[config.mk]
export PLATFORM = sky130hd
export DESIGN_NAME = bridge_cmd_host_if
export DESIGN_NICKNAME = d
export VERILOG_FILES = /design/src/rtl/bridge_pkg.sv /design/src/rtl/bridge_word_regfile.sv /design/src/rtl/bridge_cmd_host_if.sv
export SDC_FILE = /design/constraint.sdc
export NUM_CORES = 1
export LEC_CHECK = 0
export ABC_AREA = 1
export CAP_MARGIN = 20
export CORE_AREA = 2 2 254 256
export DETAILED_ROUTE_END_ITERATION = 7
export DIE_AREA = 0 0 256 258
export DONT_BUFFER_PORTS = 1
export HOLD_SLACK_MARGIN = 0.1
export PLACE_DENSITY = 0.66
export SKIP_CTS_REPAIR_TIMING = 1
export SKIP_LAST_GASP = 1
export SLEW_MARGIN = 40
export SYNTH_ARGS = -nofsm -noshare
export SYNTH_HDL_FRONTEND = slang
export SYNTH_SLANG_ARGS = --single-unit
export TNS_END_PERCENT = 20
[constraint.sdc]
create_clock -name clk -period 19 [get_ports clk]
set_input_delay 3.8 -clock clk [delete_from_list [all_inputs] [get_ports clk]]
set_output_delay 3.8 -clock clk [all_outputs]
set_load 0.05 [all_outputs]
[src/rtl/bridge_pkg.sv]
// bridge_pkg: shared mailbox constants, offsets and host-interface state type.
package bridge_pkg;
  localparam logic [15:0] CMD_MAGIC = 16'h434D;
  localparam logic [15:0] OK_MAGIC = 16'h6F6B;
  localparam logic [7:0] STATUS_OFS = 8'h00;
  localparam logic [7:0] PARAM_OFS = 8'h20;
  localparam logic [7:0] RESP_OFS = 8'h40;
  typedef enum logic [1:0] {IDLE, ISSUE, WAIT} cmd_host_state_e;
endpackage

[src/rtl/bridge_word_regfile.sv]
// bridge_word_regfile: N x 32 register bank, per-word write enable, registered read.
module bridge_word_regfile
  import bridge_pkg::*;
#(
  parameter int unsigned N = 8
) (
  input  logic            clk,
  input  logic            reset_n,
  input  logic [N-1:0]    we,
  input  logic [N*32-1:0] wdata,
  input  logic            rd,
  input  logic [2:0]      rd_idx,
  output logic [N*32-1:0] words,
  output logic [31:0]     rd_data
);
  logic [31:0] mem_q [N];
  logic [31:0] mem_d [N];
  logic [31:0] rd_data_q, rd_data_d;
  always_comb begin
    for (int i = 0; i < int'(N); i++) mem_d[i] = we[i] ? wdata[i*32+:32] : mem_q[i];
    rd_data_d = rd ? mem_q[rd_idx] : rd_data_q;
  end
  always_ff @(posedge clk) begin
    if (!reset_n) begin
      for (int i = 0; i < int'(N); i++) mem_q[i] <= '0;
      rd_data_q <= '0;
    end else begin
      for (int i = 0; i < int'(N); i++) mem_q[i] <= mem_d[i];
      rd_data_q <= rd_data_d;
    end
  end
  for (genvar g = 0; g < int'(N); g++) begin : g_words
    assign words[g*32+:32] = mem_q[g];
  end
  assign rd_data = rd_data_q;
endmodule

[src/rtl/bridge_cmd_host_if.sv]
// bridge_cmd_host_if: host mailbox on the bridge bus; issues one command to the driver
// and posts its result/response words back for the host to poll.
module bridge_cmd_host_if
  import bridge_pkg::*;
#(
  parameter logic [31:0] BASE_ADDR = 32'hF800_1000,
  parameter int unsigned PARAM_WORDS = 8,
  parameter int unsigned RESP_WORDS = 8
) (
  input  logic                     clk,
  input  logic                     reset_n,
  input  logic [31:0]              bridge_addr,
  input  logic                     bridge_wr,
  input  logic [31:0]              bridge_wr_data,
  input  logic                     bridge_rd,
  output logic [31:0]              bridge_rd_data,
  output logic                     cmd_valid,
  output logic [15:0]              cmd_word,
  output logic [PARAM_WORDS*32-1:0] cmd_param,
  input  logic                     cmd_done,
  input  logic [15:0]              cmd_result,
  input  logic [RESP_WORDS*32-1:0] cmd_response,
  output logic                     busy
);
  cmd_host_state_e state_q, state_d;
  logic [31:0] status_q, status_d;
  logic [15:0] cmd_word_q, cmd_word_d;
  logic [31:0] rd_loc_q, rd_loc_d;
  logic [1:0] src_q, src_d;
  logic [7:0] ofs;
  logic hit, st_sel, p_sel, r_sel, done_acc;
  logic [PARAM_WORDS-1:0] p_we;
  logic [31:0] p_rd, r_rd;
  assign ofs = bridge_addr[7:0];
  assign hit = (bridge_addr & ~32'hFF) == BASE_ADDR;
  assign st_sel = hit && ofs == STATUS_OFS;
  assign p_sel = hit && ofs[7:5] == PARAM_OFS[7:5] && ofs[1:0] == 2'b00 && 32'(ofs[4:2]) < PARAM_WORDS;
  assign r_sel = hit && ofs[7:5] == RESP_OFS[7:5] && ofs[1:0] == 2'b00 && 32'(ofs[4:2]) < RESP_WORDS;
  // done is only honoured in WAIT, so a pulse during ISSUE or after reset is dropped
  assign done_acc = state_q == WAIT && cmd_done;
  assign p_we = (bridge_wr && p_sel && state_q == IDLE) ? PARAM_WORDS'(1) << ofs[4:2] : '0;
  always_comb begin
    state_d = state_q;
    status_d = status_q;
    cmd_word_d = cmd_word_q;
    if (state_q == IDLE && bridge_wr && st_sel && bridge_wr_data[31:16] == CMD_MAGIC) begin
      state_d = ISSUE;
      status_d = bridge_wr_data;
      cmd_word_d = bridge_wr_data[15:0];
    end else if (state_q == ISSUE) begin
      state_d = WAIT;
    end else if (done_acc) begin
      state_d = IDLE;
      status_d = {OK_MAGIC, cmd_result};
    end
    src_d = bridge_rd ? (p_sel ? 2'd1 : r_sel ? 2'd2 : 2'd0) : src_q;
    rd_loc_d = bridge_rd ? (st_sel ? status_q : 32'h0) : rd_loc_q;
  end
  always_ff @(posedge clk) begin
    if (!reset_n) begin
      state_q <= IDLE;
      status_q <= '0;
      cmd_word_q <= '0;
      rd_loc_q <= '0;
      src_q <= '0;
    end else begin
      state_q <= state_d;
      status_q <= status_d;
      cmd_word_q <= cmd_word_d;
      rd_loc_q <= rd_loc_d;
      src_q <= src_d;
    end
  end
  bridge_word_regfile #(.N(PARAM_WORDS)) u_param (
    .clk(clk), .reset_n(reset_n), .we(p_we), .wdata({PARAM_WORDS{bridge_wr_data}}),
    .rd(bridge_rd && p_sel), .rd_idx(ofs[4:2]), .words(cmd_param), .rd_data(p_rd)
  );
  logic [RESP_WORDS*32-1:0] resp_words;
  bridge_word_regfile #(.N(RESP_WORDS)) u_resp (
    .clk(clk), .reset_n(reset_n), .we({RESP_WORDS{done_acc}}), .wdata(cmd_response),
    .rd(bridge_rd && r_sel), .rd_idx(ofs[4:2]), .words(resp_words), .rd_data(r_rd)
  );
  assign bridge_rd_data = src_q == 2'd1 ? p_rd : src_q == 2'd2 ? r_rd : rd_loc_q;
  assign cmd_valid = state_q == ISSUE;
  assign cmd_word = cmd_word_q;
  assign busy = state_q != IDLE;
endmodule

==> impl_metrics.env <==
export IMPL_initialDrtViolationCount=2693
export IMPL_htreeDepth=3
export IMPL_maxCapViolations=0
export IMPL_setup_ws_ns=12.75
export IMPL_r2r_end="u_resp.mem_q[5][25]"
export IMPL_cts_root_buf="clkbuf_16"
export IMPL_core_um2=63600
export IMPL_arrival_ns=2.45
export IMPL_place_area_um2=30700
export IMPL_syn_num_nets=4543
export IMPL_grt_total_usage_pct=29.0
export IMPL_port_buffers=0
export IMPL_drc=0
export IMPL_hpwl_um=64800
export IMPL_r2r_worst_path_cells=4
export IMPL_path_delay_family="buffers and inverters"
export IMPL_r2r_start="state_q[1]"
export IMPL_routed_wl_um=98300
export IMPL_finalSetupTns_ns=0
export IMPL_avgSynthCellArea_um2=7.23
export IMPL_post_drt_wl_per_cell_um=19.8
export IMPL_grt_setup_unrepaired="false"
export IMPL_finalNonFillerCells=4958
export IMPL_antenna_left=0
export IMPL_syn_to_final_growth_pct=8.75
export IMPL_nets=4391
export IMPL_min_to="rd_loc_q[25]"
export IMPL_syn_inst=4202
export IMPL_ys_ff_latch=660
export IMPL_internal_power_uw=2300
export IMPL_avgViaCountPerCell=5.14
export IMPL_slew_violations=0
export IMPL_clock_fmax_mhz=160
export IMPL_clock_skew_ns=0.0271
export IMPL_slowest_delay_ns=0.54
export IMPL_yosysWarnings=0
export IMPL_hp_start="rd_loc_q[25]"
export IMPL_syn_area_um2=30400
export IMPL_grt_max_degree=416
export IMPL_end_kind="output pin"
export IMPL_clockPowerShare_pct=46.3
export IMPL_row_count=93
export IMPL_synth_distinct_cells=30
export IMPL_hold_path_class="reg2reg"
export IMPL_dp_cells=4828
export IMPL_clkTransAtPathRegs_ns=0.06
export IMPL_synth_area_leaders="dfxtp_1 27%, edfxtp_1 25%, nand2_1 18%"
export IMPL_status="finished clean"
export IMPL_hold_viol=0
export IMPL_required_ns=15.20
export IMPL_fin_crit_sh_pct=32.9
export IMPL_clock_path_buffers=3
export IMPL_cts_tree="yes"
export IMPL_crit_type="reg2out"
export IMPL_period_needed_ns=6.25
export IMPL_clock_sinks=660
export IMPL_place_ws_ns=11.96
export IMPL_worstMarginPinSlew_ns=0.998
export IMPL_synth_seq_area_share_pct=51.9
export IMPL_layout_drive_gt1_share_pct=4.83
export IMPL_setup_viol=0
export IMPL_routabilityCongestion=0.908
export IMPL_p_leak_uw=0.0158
export IMPL_seq_power_share_pct=50.4
export IMPL_vdd_drop_max_uv=70.0
export IMPL_fin_area_um2=33100
export IMPL_critPathLaunchType="register"
export IMPL_min_path_cells=2
export IMPL_fill_cells=6192
export IMPL_relSlewSlack_pct=33.5
export IMPL_pwr_share_comb_pct=3.3
export IMPL_worst_path_buf_inv=2
export IMPL_grt_first_pass_wirelength_um=147000
export IMPL_start_util_pct=47.8
export IMPL_die_area_um2=66000
export IMPL_die_height_um=258
export IMPL_first_global_vias=23200
export IMPL_slowest_stage="buf_4"
export IMPL_p_sw_share_pct=22.5
export IMPL_cts_inserted_buffers=74
export IMPL_power_density_nw_per_um2=90.0
export IMPL_p_sw_uw=669
export IMPL_drtPass1Iterations=6
export IMPL_grt_overflow=0
export IMPL_fp_dieW_um=256
export IMPL_antenna_found_initial=1
export IMPL_synth_top_cell_area_share_pct=26.6
export IMPL_synth_area_leader_cell="dfxtp_1"
export IMPL_path_cells="inv_1 -> nor2_4 -> buf_4 -> nand2_1 -> o211ai_1 -> o21ai_2"
export IMPL_vias=25500
export IMPL_io_pins=647
export IMPL_cp_max_fo=60
export IMPL_clk_latency_ns=0.62
export IMPL_reg2reg_slack_ns=15.87
registers in the layout, indices dropped and copies added, names as in the netlist:
register	flops
u_resp.mem_q	256
rd_loc_q	32
cmd_word	16
status_q	32
u_param.rd_data	32
u_param.mem_q	256
u_resp.rd_data	32
src_q	2
state_q	2
per-layer routing:
metal  track usage, %  up-vias  routed length [um]
li1                 -    12500                   -
met3             7.24      179                9060
met5                0        -                   0
met4             9.93        0                3000
met1             38.4    11700               41100
met2             46.3     1185               45100
cell usage after synthesis (all sizes together):
library cell,instances
o211ai,37
nand4,136
edfxtp,256
nand3,88
nand3b,1
nor2,807
a21oi,83
o21ai,103
clkinv,1
inv,589
buf,161
nor3b,4
clkbuf,107
nor3,4
nand2,1420
or2,1
dfxtp,404
final cells by class:
class	count	area (um2)	share of cell area [%]
Clock inverter	25	211	0.640
Multi-Input combinational cell	2684	11300	34.1
Tap cell	855	1070	3.24
Timing Repair Buffer	40	440	1.33
Antenna cell	1	2.50	0.00757
Inverter	590	2220	6.72
Clock buffer	103	2070	6.27
Sequential cell	660	15800	47.7
per-stage QoR:
step,hold WS (ns),power [uW],utilization [%]
floorplan,0.425,1620,-
global placement,0.439,1630,47.9
detailed placement,0.455,1630,48.3
CTS,0.462,3000,51.9
global route,0.472,3060,51.9
finish,0.464,2970,51.9
cell families (layout without fill, tap and decap cells):
logic type / Yosys count / in the layout / share of synthesized area [%]
and+or+nand+nor: 2461 / 2461 / 32.5
buffers and inverters: 858 / 758 / 11.6
DFF: 660 / 660 / 51.9
AOI/OAI and AO/OA: 223 / 223 / 3.98
other: 0 / 1 / 0
layout by cell type (no fill, tap or decap), drive strengths merged, types with 4 or more instances in the layout:
| master | netlist | routed |
|---|---|---|
| a21oi | 83 | 83 |
| buf | 161 | 40 |
| clkbuf | 107 | 103 |
| clkinv | 1 | 18 |
| dfxtp | 404 | 404 |
| edfxtp | 256 | 256 |
| inv | 589 | 593 |
| nand2 | 1420 | 1420 |
| nand3 | 88 | 88 |
| nand4 | 136 | 136 |
| nor2 | 807 | 807 |
| nor3 | 4 | 4 |
| nor3b | 4 | 4 |
| o211ai | 37 | 37 |
| o21ai | 103 | 103 |
tightest hold or removal path: stages (launching register included):
cell     delay (ns)
dfxtp_1        0.31
nand2_1        0.06
a21oi_1        0.05
power by group through the flow:
stage	combinational [uW]	sequential, uW	clock (uW)
floorplan	85.8	1530	0
global placement	99.1	1530	0
detailed placement	98.2	1530	0
CTS	98.9	1500	1400
global route	109	1500	1450
finish	98.3	1500	1380
worst max-delay path by stage:
stage               startpoint                  end  slack [ns]  depth (start not counted)
floorplan             cmd_done   u_resp.mem_q[0][0]        8.46                          3
global placement      cmd_done  u_resp.mem_q[1][24]       11.73                          5
detailed placement    cmd_done  u_resp.mem_q[7][25]       11.96                          4
CTS                   src_q[1]   bridge_rd_data[23]       12.55                          5
global route          src_q[1]   bridge_rd_data[23]       12.58                          6
finish                src_q[1]   bridge_rd_data[21]       12.75                          6
No activity file was read; power rests on OpenSTA's default activity.
